**src/rtl/sum_differ_if.sv**
```systemverilog
// Stream bundle for sum_differ: running-sum input and difference output.
interface sum_differ_if #(parameter int WIDTH = 32);
  logic             s_valid;
  logic             s_ready;
  logic [WIDTH-1:0] s_sum;
  logic             m_valid;
  logic             m_ready;
  logic [WIDTH-1:0] m_amt;
  logic             m_wrap;

  // slave: the differencer itself; master: whoever feeds it and drains it
  modport slave (
    input  s_valid, s_sum, m_ready,
    output s_ready, m_valid, m_amt, m_wrap
  );
  modport master (
    output s_valid, s_sum, m_ready,
    input  s_ready, m_valid, m_amt, m_wrap
  );
endinterface

```
**src/rtl/sum_differ.sv**
```systemverilog
// Differencer that turns an accumulator's running sums back into increments,
// with optional decimation and a 2-entry output buffer.
module sum_differ #(
  parameter int WIDTH      = 32,
  parameter int DECIM      = 1,
  parameter int PRIME_ZERO = 1
) (
  input  logic          clk,
  input  logic          reset,
  input  logic          restart,
  sum_differ_if.slave   bus
);
  localparam int CW = (DECIM > 1) ? $clog2(DECIM) : 1;
  localparam bit PZ = (PRIME_ZERO != 0);

  typedef enum logic {EMPTY, PRIMED} state_t;
  typedef struct packed {
    logic             wrap;
    logic [WIDTH-1:0] amt;
  } ent_t;

  state_t           state, state_nx;
  logic [WIDTH-1:0] hist;
  logic [CW-1:0]    cnt;
  ent_t             mem [2];
  logic             rd_ptr, wr_ptr;
  logic [1:0]       count, count_nx;
  logic             s_ready_q;

  logic accept, out_acc, push, pop, last;
  ent_t ent_in;

  assign last    = (cnt == CW'(DECIM - 1));
  assign accept  = bus.s_valid && s_ready_q && !restart;
  assign out_acc = accept && last;
  // In EMPTY without zero-priming the sample only seeds history.
  assign push    = out_acc && (state == PRIMED || PZ);
  assign pop     = bus.m_valid && bus.m_ready;

  assign ent_in.amt  = bus.s_sum - hist;
  assign ent_in.wrap = (bus.s_sum < hist);

  always_ff @(posedge clk or negedge reset) begin
    if (!reset) state <= EMPTY;
    else        state <= state_nx;
  end

  always_comb begin
    state_nx = state;
    if (restart)      state_nx = EMPTY;
    else if (out_acc) state_nx = PRIMED;
  end

  always_ff @(posedge clk or negedge reset) begin
    if (!reset) begin
      hist <= '0;
      cnt  <= '0;
    end else if (restart) begin
      hist <= '0;
      cnt  <= '0;
    end else if (accept) begin
      if (last) begin
        hist <= bus.s_sum;
        cnt  <= '0;
      end else begin
        cnt  <= cnt + CW'(1);
      end
    end
  end

  always_comb begin
    count_nx = count;
    case ({push, pop})
      2'b10:   count_nx = count + 2'd1;
      2'b01:   count_nx = count - 2'd1;
      default: count_nx = count;
    endcase
  end

  // s_ready is registered from the post-update occupancy, so it drops
  // in the same edge that fills the buffer and a full buffer is never pushed.
  always_ff @(posedge clk or negedge reset) begin
    if (!reset) begin
      mem[0]    <= '0;
      mem[1]    <= '0;
      rd_ptr    <= 1'b0;
      wr_ptr    <= 1'b0;
      count     <= 2'd0;
      s_ready_q <= 1'b0;
    end else begin
      if (push) begin
        mem[wr_ptr] <= ent_in;
        wr_ptr      <= ~wr_ptr;
      end
      if (pop) rd_ptr <= ~rd_ptr;
      count     <= count_nx;
      s_ready_q <= (count_nx <= 2'd1);
    end
  end

  assign bus.s_ready = s_ready_q;
  assign bus.m_valid = (count != 2'd0);
  assign bus.m_amt   = mem[rd_ptr].amt;
  assign bus.m_wrap  = mem[rd_ptr].wrap;
endmodule

```
**src/flat_wrapper.sv**
```systemverilog
// flat-port wrapper written by rule: the top's interface ports become plain ports
module sum_differ_flat 
#(
  parameter int WIDTH      = 32,
  parameter int DECIM      = 1,
  parameter int PRIME_ZERO = 1
)
  (clk, reset, restart, bus_s_valid, bus_s_sum, bus_m_ready, bus_s_ready, bus_m_valid, bus_m_amt, bus_m_wrap);
  sum_differ_if #(.WIDTH(WIDTH)) bus_i ();
  input  logic clk;
  input  logic reset;
  input  logic restart;
  input wire logic [$bits(bus_i.s_valid)-1:0] bus_s_valid;
  input wire logic [$bits(bus_i.s_sum)-1:0] bus_s_sum;
  input wire logic [$bits(bus_i.m_ready)-1:0] bus_m_ready;
  output wire logic [$bits(bus_i.s_ready)-1:0] bus_s_ready;
  output wire logic [$bits(bus_i.m_valid)-1:0] bus_m_valid;
  output wire logic [$bits(bus_i.m_amt)-1:0] bus_m_amt;
  output wire logic [$bits(bus_i.m_wrap)-1:0] bus_m_wrap;
  assign bus_i.s_valid = bus_s_valid;
  assign bus_i.s_sum = bus_s_sum;
  assign bus_i.m_ready = bus_m_ready;
  assign bus_s_ready = bus_i.s_ready;
  assign bus_m_valid = bus_i.m_valid;
  assign bus_m_amt = bus_i.m_amt;
  assign bus_m_wrap = bus_i.m_wrap;
  sum_differ #(.WIDTH(WIDTH), .DECIM(DECIM), .PRIME_ZERO(PRIME_ZERO)) u_core (.clk(clk), .reset(reset), .restart(restart), .bus(bus_i));
endmodule
```
**config.mk**
```make
export PLATFORM = sky130hd
export DESIGN_NAME = sum_differ_flat
export DESIGN_NICKNAME = d
export VERILOG_FILES = /design/src/rtl/sum_differ_if.sv /design/src/rtl/sum_differ.sv /design/src/flat_wrapper.sv
export SDC_FILE = /design/constraint.sdc
export NUM_CORES = 1
export LEC_CHECK = 0
export ABC_AREA = 1
export BUFFER_PORTS_ARGS = -buffer_cell sky130_fd_sc_hd__buf_2
export CAP_MARGIN = 10
export CORE_MARGIN = 1
export CORE_UTILIZATION = 40
export CTS_CLUSTER_DIAMETER = 50
export CTS_CLUSTER_SIZE = 24
export DETAILED_ROUTE_END_ITERATION = 12
export GPL_TIMING_DRIVEN = 1
export PLACE_DENSITY = 0.64
export SLEW_MARGIN = 5
export SYNTH_ARGS = -nofsm -noshare
export SYNTH_HDL_FRONTEND = slang
export SYNTH_SLANG_ARGS = --single-unit
```
**constraint.sdc**
```tcl
create_clock -name clk -period 3.4 [get_ports clk]
set_input_delay 0.17 -clock clk [delete_from_list [all_inputs] [get_ports clk]]
set_output_delay 0.17 -clock clk [all_outputs]
set_load 0.005 [all_outputs]
```
==> out/metrics.cfg, run 1 <==
[power_and_ir_drop]
finalPower_w=0.00529
power-per-cell-area_nw_per_um2=695
worst_ir_drop_vdd_mv=0.312
leakage_nw=4.35

[outcome]
run_status=finished, violations left
failed_checks=hold timing

[worst_setup_path]
worst-r2r-cell-count=6
critical_path_arrival_ns=2.22
worst_r2r_startpoint=u_core.bus.s_ready
worstSetupPathType=reg2out
critPathMaxFanout=38
cp-start-kind=flop
crit-reg2reg-capture=u_core.mem[22]
required_ns=3.23
rrSetupSlack_ns=1.26
type_of_element_capturing_the_critical_path=output pin

[synth]
yosys_register_bits=103
synth.yosys.warnings=0
synth_top_family_by_area=simple AND/OR/NAND/NOR gates
post_synthesis_compound_gate_area_fraction=0.0691
synth_cell_type_count=31
synth_area_in_adders=0.0643
post_synth_inst_count=1020
post_synth_xor_xnor_area=0.0208
yosys.area_share.simple=0.356
syn-num-nets=1091
yosys-mux-area-fraction=0
avgSynthCellArea_um2=6.60
synth-seq-area-share=0.383
syn_std_cell_area_um2=6740

[timing]
finalClockSkew_ns=0.0125
slew_headroom=0.278
final-hold-violation-count=32
rsz0062_at_grt=no
max_freq_ghz=0.419
fin_crit_ns=2.39
worst_hold_slack_ns=-0.0277
report.final.setup_viol=0
final_min_period_over_clock_period=0.701
final-max-slew-violation-count=0
total_negative_setup_slack_ns=0
timing.final.ws_setup_ns=1.01
tightest_slew_ns=1.08

[layout]
syn_to_final_growth_pct=12.9
insertedDiodeCount=0
post_route_cells_drive_above_1_share=0.109
design.final.nets=1153
final_core_utilization=0.460

[global_routing]
grt_util_met2=0.310
initial_antenna_violation_count=0
grt_max_degree=80
grt_overflow=0
grt_util_all_layers=0.206
grt_pass1_wl_um=28400
globalRouteMet1Util=0.301
top_usage_layer=met2
grt_pass1_vias=5746
grt.met3_usage=0.0319

[cts]
tritoncts_num_sinks=103
post_cts.resized_instances=0
cts_tree=built
cts.clk_slew.worst_paths_ns=0.07
ctsRootBufferMaster=sky130_fd_sc_hd__clkbuf_16
cts.repair_timing.setup_buffer_count=0
cts_inserted_buffers=9
worstSkewPairLatency_ns=0.36
h-tree-depth=3
cts-hold-fix-buffers=0
clock_tree.buffer_depth=2

[routing]
route.antenna.remaining_nets=0
remaining_drc_errors=0
dr_total_vias=6124
total_wire_length_um=16800
iteration_0_drc_count_of_the_detailed_router=398
route.detailed.wl_per_inst_um=12.8
detailedRoute.firstPassIterationCount=6
routed_via_density=4.69

[place]
detailedPlace.worstSlack_ns=1.25
port_buffers=71
gp_congestion=0.896
dp_hpwl_um=12700

[hold_path]
timing.hold.worst.class=in2async

[floorplanning]
ios=72
effective_utilization_at_floorplan=0.408
rows=47
core_region_area_um2=16500
die_height_um=132
chipWidth_um=132
design.die.area_um2=17400

[run]
cap_viol_max_count=0

-- synth_stat cells --
| cell | n | share of area |
|---|---|---|
| sky130_fd_sc_hd__fa_1 | 1 | 0.0030 |
| sky130_fd_sc_hd__xnor2_1 | 11 | 0.014 |
| sky130_fd_sc_hd__nand2_2 | 11 | 0.010 |
| sky130_fd_sc_hd__or2_1 | 1 | 0.00093 |
| sky130_fd_sc_hd__a21oi_1 | 21 | 0.016 |
| sky130_fd_sc_hd__ha_1 | 33 | 0.061 |
| sky130_fd_sc_hd__buf_1 | 3 | 0.0017 |
| sky130_fd_sc_hd__nand4_1 | 3 | 0.0028 |
| sky130_fd_sc_hd__nor3_1 | 4 | 0.0030 |
| sky130_fd_sc_hd__nand3b_1 | 2 | 0.0022 |
| sky130_fd_sc_hd__clkbuf_1 | 16 | 0.0089 |
| sky130_fd_sc_hd__nand2_1 | 446 | 0.25 |
| sky130_fd_sc_hd__a21oi_2 | 1 | 0.0013 |
| sky130_fd_sc_hd__o21bai_1 | 3 | 0.0033 |
| sky130_fd_sc_hd__inv_2 | 6 | 0.0033 |
| sky130_fd_sc_hd__buf_2 | 6 | 0.0045 |
| sky130_fd_sc_hd__nand2_4 | 3 | 0.0050 |
| sky130_fd_sc_hd__nand3_1 | 63 | 0.047 |
| sky130_fd_sc_hd__nor3_2 | 1 | 0.0015 |
| sky130_fd_sc_hd__nor2_4 | 2 | 0.0033 |
| sky130_fd_sc_hd__dfrtp_1 | 103 | 0.38 |
| sky130_fd_sc_hd__and2_1 | 1 | 0.00093 |
| sky130_fd_sc_hd__or2_2 | 1 | 0.00093 |
| sky130_fd_sc_hd__o21ai_0 | 46 | 0.034 |
| sky130_fd_sc_hd__o21ai_1 | 17 | 0.013 |
| sky130_fd_sc_hd__inv_1 | 159 | 0.089 |
| sky130_fd_sc_hd__o22ai_1 | 1 | 0.00093 |
| sky130_fd_sc_hd__xor2_1 | 5 | 0.0065 |
| sky130_fd_sc_hd__nor2_1 | 46 | 0.026 |
| sky130_fd_sc_hd__a21o_1 | 1 | 0.0011 |
| sky130_fd_sc_hd__nand3_2 | 3 | 0.0045 |
-- metrics by stage --
stage / std cells / hold slack, ns / area [µm²]
floorplan: 1020 / -0.126 / 6740
CTS: 1307 / 0.0231 / 7610
finish: 1307 / -0.0277 / 7610
detailed placement: 1291 / 0.407 / 7310
global placement: 1291 / 0.406 / 7310
global route: 1307 / 0.0501 / 7610
-- report_power, final --
group | internal [W] | switching [W] | leakage, nW
Clock | 0.000583 | 0.000507 | 0.142
Combinational | 0.000851 | 0.00146 | 2.89
Sequential | 0.00167 | 0.000215 | 1.32
-- area by class of cell --
cell class,instances,area (µm²)
clock inverter,6,73.8
tap,220,275
multi-input combinational,727,3440
timing repair buffer,76,395
sequential,103,2580
inverter,165,619
fill,1733,8920
clock buffer,10,229
-- logic make-up after synthesis --
logic type,Yosys count
AO/OA/AOI/OAI,90
XOR/XNOR,16
adder cells (fa/ha/maj),34
AND/OR/NAND/NOR,587
buffers and inverters,190
flip-flops,103
-- how the worst max path moves through the flow --
stage / start / end / slack (ns) / cells after the start
6_report: u_core.rd_ptr / bus_m_amt[24] / 1.01 / 5
5_1_grt: u_core.rd_ptr / bus_m_amt[24] / 0.84 / 5
4_1_cts: u_core.rd_ptr / bus_m_amt[24] / 0.96 / 5
3_5_place_dp: u_core.bus.s_ready / u_core.mem[23] / 1.25 / 6
3_3_place_gp: u_core.bus.s_ready / u_core.mem[22] / 1.33 / 6
2_1_floorplan: u_core.hist[0] / u_core.mem[24] / 1.61 / 12
-- worst max-delay path: stages, from the launching register on --
cell and delay, ns:
sky130_fd_sc_hd__dfrtp_1 0.36, sky130_fd_sc_hd__buf_4 0.25, sky130_fd_sc_hd__inv_1 0.83, sky130_fd_sc_hd__nand2_1 0.11, sky130_fd_sc_hd__nand2_1 0.16, sky130_fd_sc_hd__buf_2 0.13
-- placed cells by master (no fill, tap or decap), types with 2 or more instances in the layout --
master	synthesis	routed
sky130_fd_sc_hd__nand2_1	446	446
sky130_fd_sc_hd__inv_1	159	159
sky130_fd_sc_hd__dfrtp_1	103	103
sky130_fd_sc_hd__buf_2	6	70
sky130_fd_sc_hd__nand3_1	63	63
sky130_fd_sc_hd__o21ai_0	46	46
sky130_fd_sc_hd__nor2_1	46	46
sky130_fd_sc_hd__ha_1	33	33
sky130_fd_sc_hd__a21oi_1	21	21
sky130_fd_sc_hd__o21ai_1	17	17
sky130_fd_sc_hd__xnor2_1	11	11
sky130_fd_sc_hd__nand2_2	11	11
sky130_fd_sc_hd__clkbuf_16	0	9
sky130_fd_sc_hd__inv_2	6	6
sky130_fd_sc_hd__buf_4	0	6
sky130_fd_sc_hd__xor2_1	5	5
sky130_fd_sc_hd__nor3_1	4	4
sky130_fd_sc_hd__nand2_4	3	3
sky130_fd_sc_hd__nand3_2	3	3
sky130_fd_sc_hd__o21bai_1	3	3
sky130_fd_sc_hd__nand4_1	3	3
sky130_fd_sc_hd__nor2_4	2	2
sky130_fd_sc_hd__nand3b_1	2	2
sky130_fd_sc_hd__inv_6	0	2
sky130_fd_sc_hd__clkinvlp_4	0	2
-- routing by layer --
metal | part of all wire | vias up
met5 | 0 | -
li1 | - | 3232
met4 | 0.022 | 0
met2 | 0.43 | 118
met3 | 0.043 | 23
met1 | 0.51 | 2751
-- registers in the layout, indices dropped and copies added (netlist names), named ones only --
name                cells
u_core.bus.s_ready      1
u_core.count            1
u_core.hist            32
u_core.mem             66
u_core.rd_ptr           1
u_core.wr_ptr           1
No activity file was read; power rests on OpenSTA's default activity.
==> inputs of run 2 (changes only) <==
--- a/config.mk
+++ b/config.mk
@@ -5,7 +5,7 @@
 export SDC_FILE = /design/constraint.sdc
 export NUM_CORES = 1
 export LEC_CHECK = 0
-export ABC_AREA = 1
+export ABC_AREA = 0
 export BUFFER_PORTS_ARGS = -buffer_cell sky130_fd_sc_hd__buf_2
 export CAP_MARGIN = 10
 export CORE_MARGIN = 1
@@ -14,7 +14,7 @@
 export CTS_CLUSTER_SIZE = 24
 export DETAILED_ROUTE_END_ITERATION = 12
 export GPL_TIMING_DRIVEN = 1
-export PLACE_DENSITY = 0.64
+export PLACE_DENSITY = 0.66
 export SLEW_MARGIN = 5
 export SYNTH_ARGS = -nofsm -noshare
 export SYNTH_HDL_FRONTEND = slang
==> constraint.sdc (replaced) <==
create_clock -name clk -period 2.12 [get_ports clk]
set_input_delay 0.106 -clock clk [delete_from_list [all_inputs] [get_ports clk]]
set_output_delay 0.106 -clock clk [all_outputs]
set_load 0.005 [all_outputs]
==> run 2 against run 1 <==
The flow finishes with violations (setup timing). Count of clock-buffer cells in the layout increased by 1. Die area decreased by 7.5%. First-iteration DRC count decreased by 17%. Routed wire length increased by 4.8%. Combinational power increased by 110%. Sequential power increased by 63%. Worst hold slack improved by 0.034 ns. Worst setup slack got worse by 1.3 ns. Clock power increased by 53%. Cell count decreased by 21%. Largest power group unchanged.
==> out/metrics.cfg, run 2 <==
[cts]
h-tree-depth=3
ctsRootBufferMaster=sky130_fd_sc_hd__clkbuf_16
worstSkewPairLatency_ns=0.36
cts.clk_slew.worst_paths_ns=0.07
tritoncts_num_sinks=103
cts_inserted_buffers=9
clock_tree.buffer_depth=2
cts_tree=built

[routing]
total_wire_length_um=17600
remaining_drc_errors=0
routed_via_density=5.51
detailedRoute.firstPassIterationCount=5
route.antenna.remaining_nets=0
route.detailed.wl_per_inst_um=17.0
iteration_0_drc_count_of_the_detailed_router=329
dr_total_vias=5693

[outcome]
run_status=finished, violations left
failed_checks=setup timing

[place]
dpl-instance-area_um2=7470
gp_congestion=0.869
dp_hpwl_um=12300
port_buffers=71

[worst_setup_path]
worst_r2r_startpoint=u_core.hist[0]
timing.critical_path.depth=10
worstSetupPathType=reg2reg
crit_family=compound AO/OA/AOI/OAI gates
rrSetupSlack_ns=-0.33
worstSetupStartpoint=u_core.hist[0]
cp-start-kind=flop
critical_path.cell_chain=ha_2 -> fa_2 -> nor2b_4 -> o2111a_2 -> o21ai_2 -> o31ai_4 -> buf_6 -> nand4_1 -> and3b_2 -> o31ai_2
crit-reg2reg-capture=u_core.mem[53]
critical_path_arrival_ns=2.72
cpPeakStageDelay_ns=0.40
slowest_stage=sky130_fd_sc_hd__dfrtp_1
required_ns=2.38
critPathMaxFanout=3
cp.buffers_inverters=1
endpoint=u_core.mem[53]
type_of_element_capturing_the_critical_path=flop
worst-r2r-cell-count=10

[synth]
yosys-mux-area-fraction=0.0694
syn_std_cell_area_um2=6220
post_synth_inst_count=671
avgSynthCellArea_um2=9.27
post_synthesis_compound_gate_area_fraction=0.214
ys.flop_type=sky130_fd_sc_hd__dfrtp_1
syn-num-nets=742
synth.yosys.warnings=0
synth_top_area_share=0.414
yosys-top-cells-count=sky130_fd_sc_hd__nand2_1 (105), sky130_fd_sc_hd__dfrtp_1 (103), sky130_fd_sc_hd__inv_1 (43), sky130_fd_sc_hd__o21ai_0 (43)
synth_edf_count=0
post_synth_xor_xnor_area=0.0324
synth_top_family_by_area=compound AO/OA/AOI/OAI gates
yosys.area_share.simple=0.152
synth_cell_type_count=66
yosys_register_bits=103
yosysMostFrequentCell=sky130_fd_sc_hd__nand2_1
netlist_top_cells_area=sky130_fd_sc_hd__dfrtp_1 (41%), sky130_fd_sc_hd__ha_1 (6.6%), sky130_fd_sc_hd__nand2_1 (6.3%)
cell_taking_the_most_area_after_synthesis=sky130_fd_sc_hd__dfrtp_1
synth_async_sr_flop_share=1.00
synth_area_in_adders=0.0696
synth-seq-area-share=0.414

[timing]
rsz0062_at_grt=yes
final-max-slew-violation-count=0
max_freq_ghz=0.408
final_min_period_over_clock_period=1.16
tightest_slew_ns=0.611
worst_hold_slack_ns=0.00670
final-hold-violation-count=0
timing.final.ws_setup_ns=-0.333
fin_crit_ns=2.45
report.final.setup_viol=39
finalClockSkew_ns=0.00978
slew_headroom=0.591

[layout]
most-common-layout-cells=sky130_fd_sc_hd__buf_4 (109), sky130_fd_sc_hd__nand2_1 (103), sky130_fd_sc_hd__dfrtp_1 (103)
post-route-cell-area_um2=8550
insertedDiodeCount=0
multi_input_area_um2=3970
register_area_um2=2580
max_flop_register=u_core.mem
largest_reg_flops=66
post_route_cells_drive_above_1_share=0.409
syn_to_final_growth_pct=37.5
fillers=1279
layout.cells.most_common=sky130_fd_sc_hd__buf_4
largestRegisters=u_core.mem x66, u_core.hist x32
design.final.nets=912

[global_routing]
initial_antenna_violation_count=0
grt_util_all_layers=0.221
grt_max_degree=40
grt_overflow=0
grt_pass1_vias=5846
grt_pass1_wl_um=28300

[power_and_ir_drop]
power-per-cell-area_nw_per_um2=1120
leakage_nw=3.98
worst_ir_drop_vdd_mv=0.531

[hold_path]
worstHoldPathCells=2
timing.hold.worst.class=in2reg

[floorplanning]
chipWidth_um=127
ios=72
effective_utilization_at_floorplan=0.409
rows=45
design.die.area_um2=16100
die_height_um=127
core_region_area_um2=15200

[run]
cap_viol_max_count=0

==> run 2: repair_timing <==
item,CTS,global route
pin swaps,38,27
resized for setup,72,59
hold endpoints to repair,40,0
endpoints found under the setup margin,45,54
hold buffers,5,0
buffers inserted,11,4
==> run 2: area by class of cell <==
type                       count  share of cell area
multi-input combinational    492               0.464
inverter                      44              0.0193
timing repair buffer         191               0.154
clock buffer                  11              0.0296
tap                          188              0.0275
clock inverter                 5             0.00454
sequential                   103               0.301
==> run 2: through the flow <==
step / setup TNS (ns) / setup WS [ns] / instances / power [W] / utilization
final: -6.12 / -0.333 / 1034 / 0.00954 / 0.563
after global routing: -10.66 / -0.456 / 1034 / 0.0102 / 0.563
after CTS: -4.37 / -0.241 / 1030 / 0.00922 / 0.541
after detailed placement: -6.29 / -0.301 / 1000 / 0.00724 / 0.491
after global placement: -4.36 / -0.255 / 1000 / 0.00709 / 0.491
after floorplan: -0.411 / -0.127 / 671 / 0.00549 / -
==> run 2: worst min path at each step <==
stage	start	to	slack (ns)
floorplan	reset	async pin	-0.19
global placement	reset	u_core.hist[10]	0.10
detailed placement	reset	u_core.hist[9]	0.12
CTS	bus_s_sum[5]	u_core.hist[5]	0.003
global route	bus_s_sum[29]	u_core.hist[29]	0.007
finish	bus_s_sum[26]	u_core.hist[26]	0.007
==> run 2: worst reg2reg max path, cell delays in order (launching register included) <==
cell and delay (ns):
sky130_fd_sc_hd__dfrtp_1 0.40, sky130_fd_sc_hd__ha_2 0.19, sky130_fd_sc_hd__fa_2 0.37, sky130_fd_sc_hd__nor2b_4 0.13, sky130_fd_sc_hd__o2111a_2 0.23, sky130_fd_sc_hd__o21ai_2 0.09
sky130_fd_sc_hd__o31ai_4 0.21, sky130_fd_sc_hd__buf_6 0.15, sky130_fd_sc_hd__nand4_1 0.13, sky130_fd_sc_hd__and3b_2 0.26, sky130_fd_sc_hd__o31ai_2 0.21
==> run 2: cell families (layout without fill, tap and decap cells) <==
family                   after synthesis  after routing
AND/OR/NAND/NOR                      200            200
buffers and inverters                 76            251
flip-flops                           103            103
adder cells (fa/ha/maj)               34             34
XOR/XNOR                              23             23
AO/OA/AOI/OAI                        196            196
multiplexers                          39             39
==> run 2: per-layer routing <==
metal  track usage  share of wire  vias to the layer above
met5             0              0                        -
met4        0.0882          0.026                        0
met3        0.0333          0.037                       34
met2         0.374           0.49                      134
met1         0.285           0.45                     2800
li1              -              -                     2725
==> run 2: power by group <==
part           internal, W  total, W  switching (W)  leakage (nW)
Combinational      0.00239   0.00479        0.00240          2.51
Sequential         0.00268   0.00308       0.000403          1.32
Clock             0.000871   0.00167       0.000795         0.143
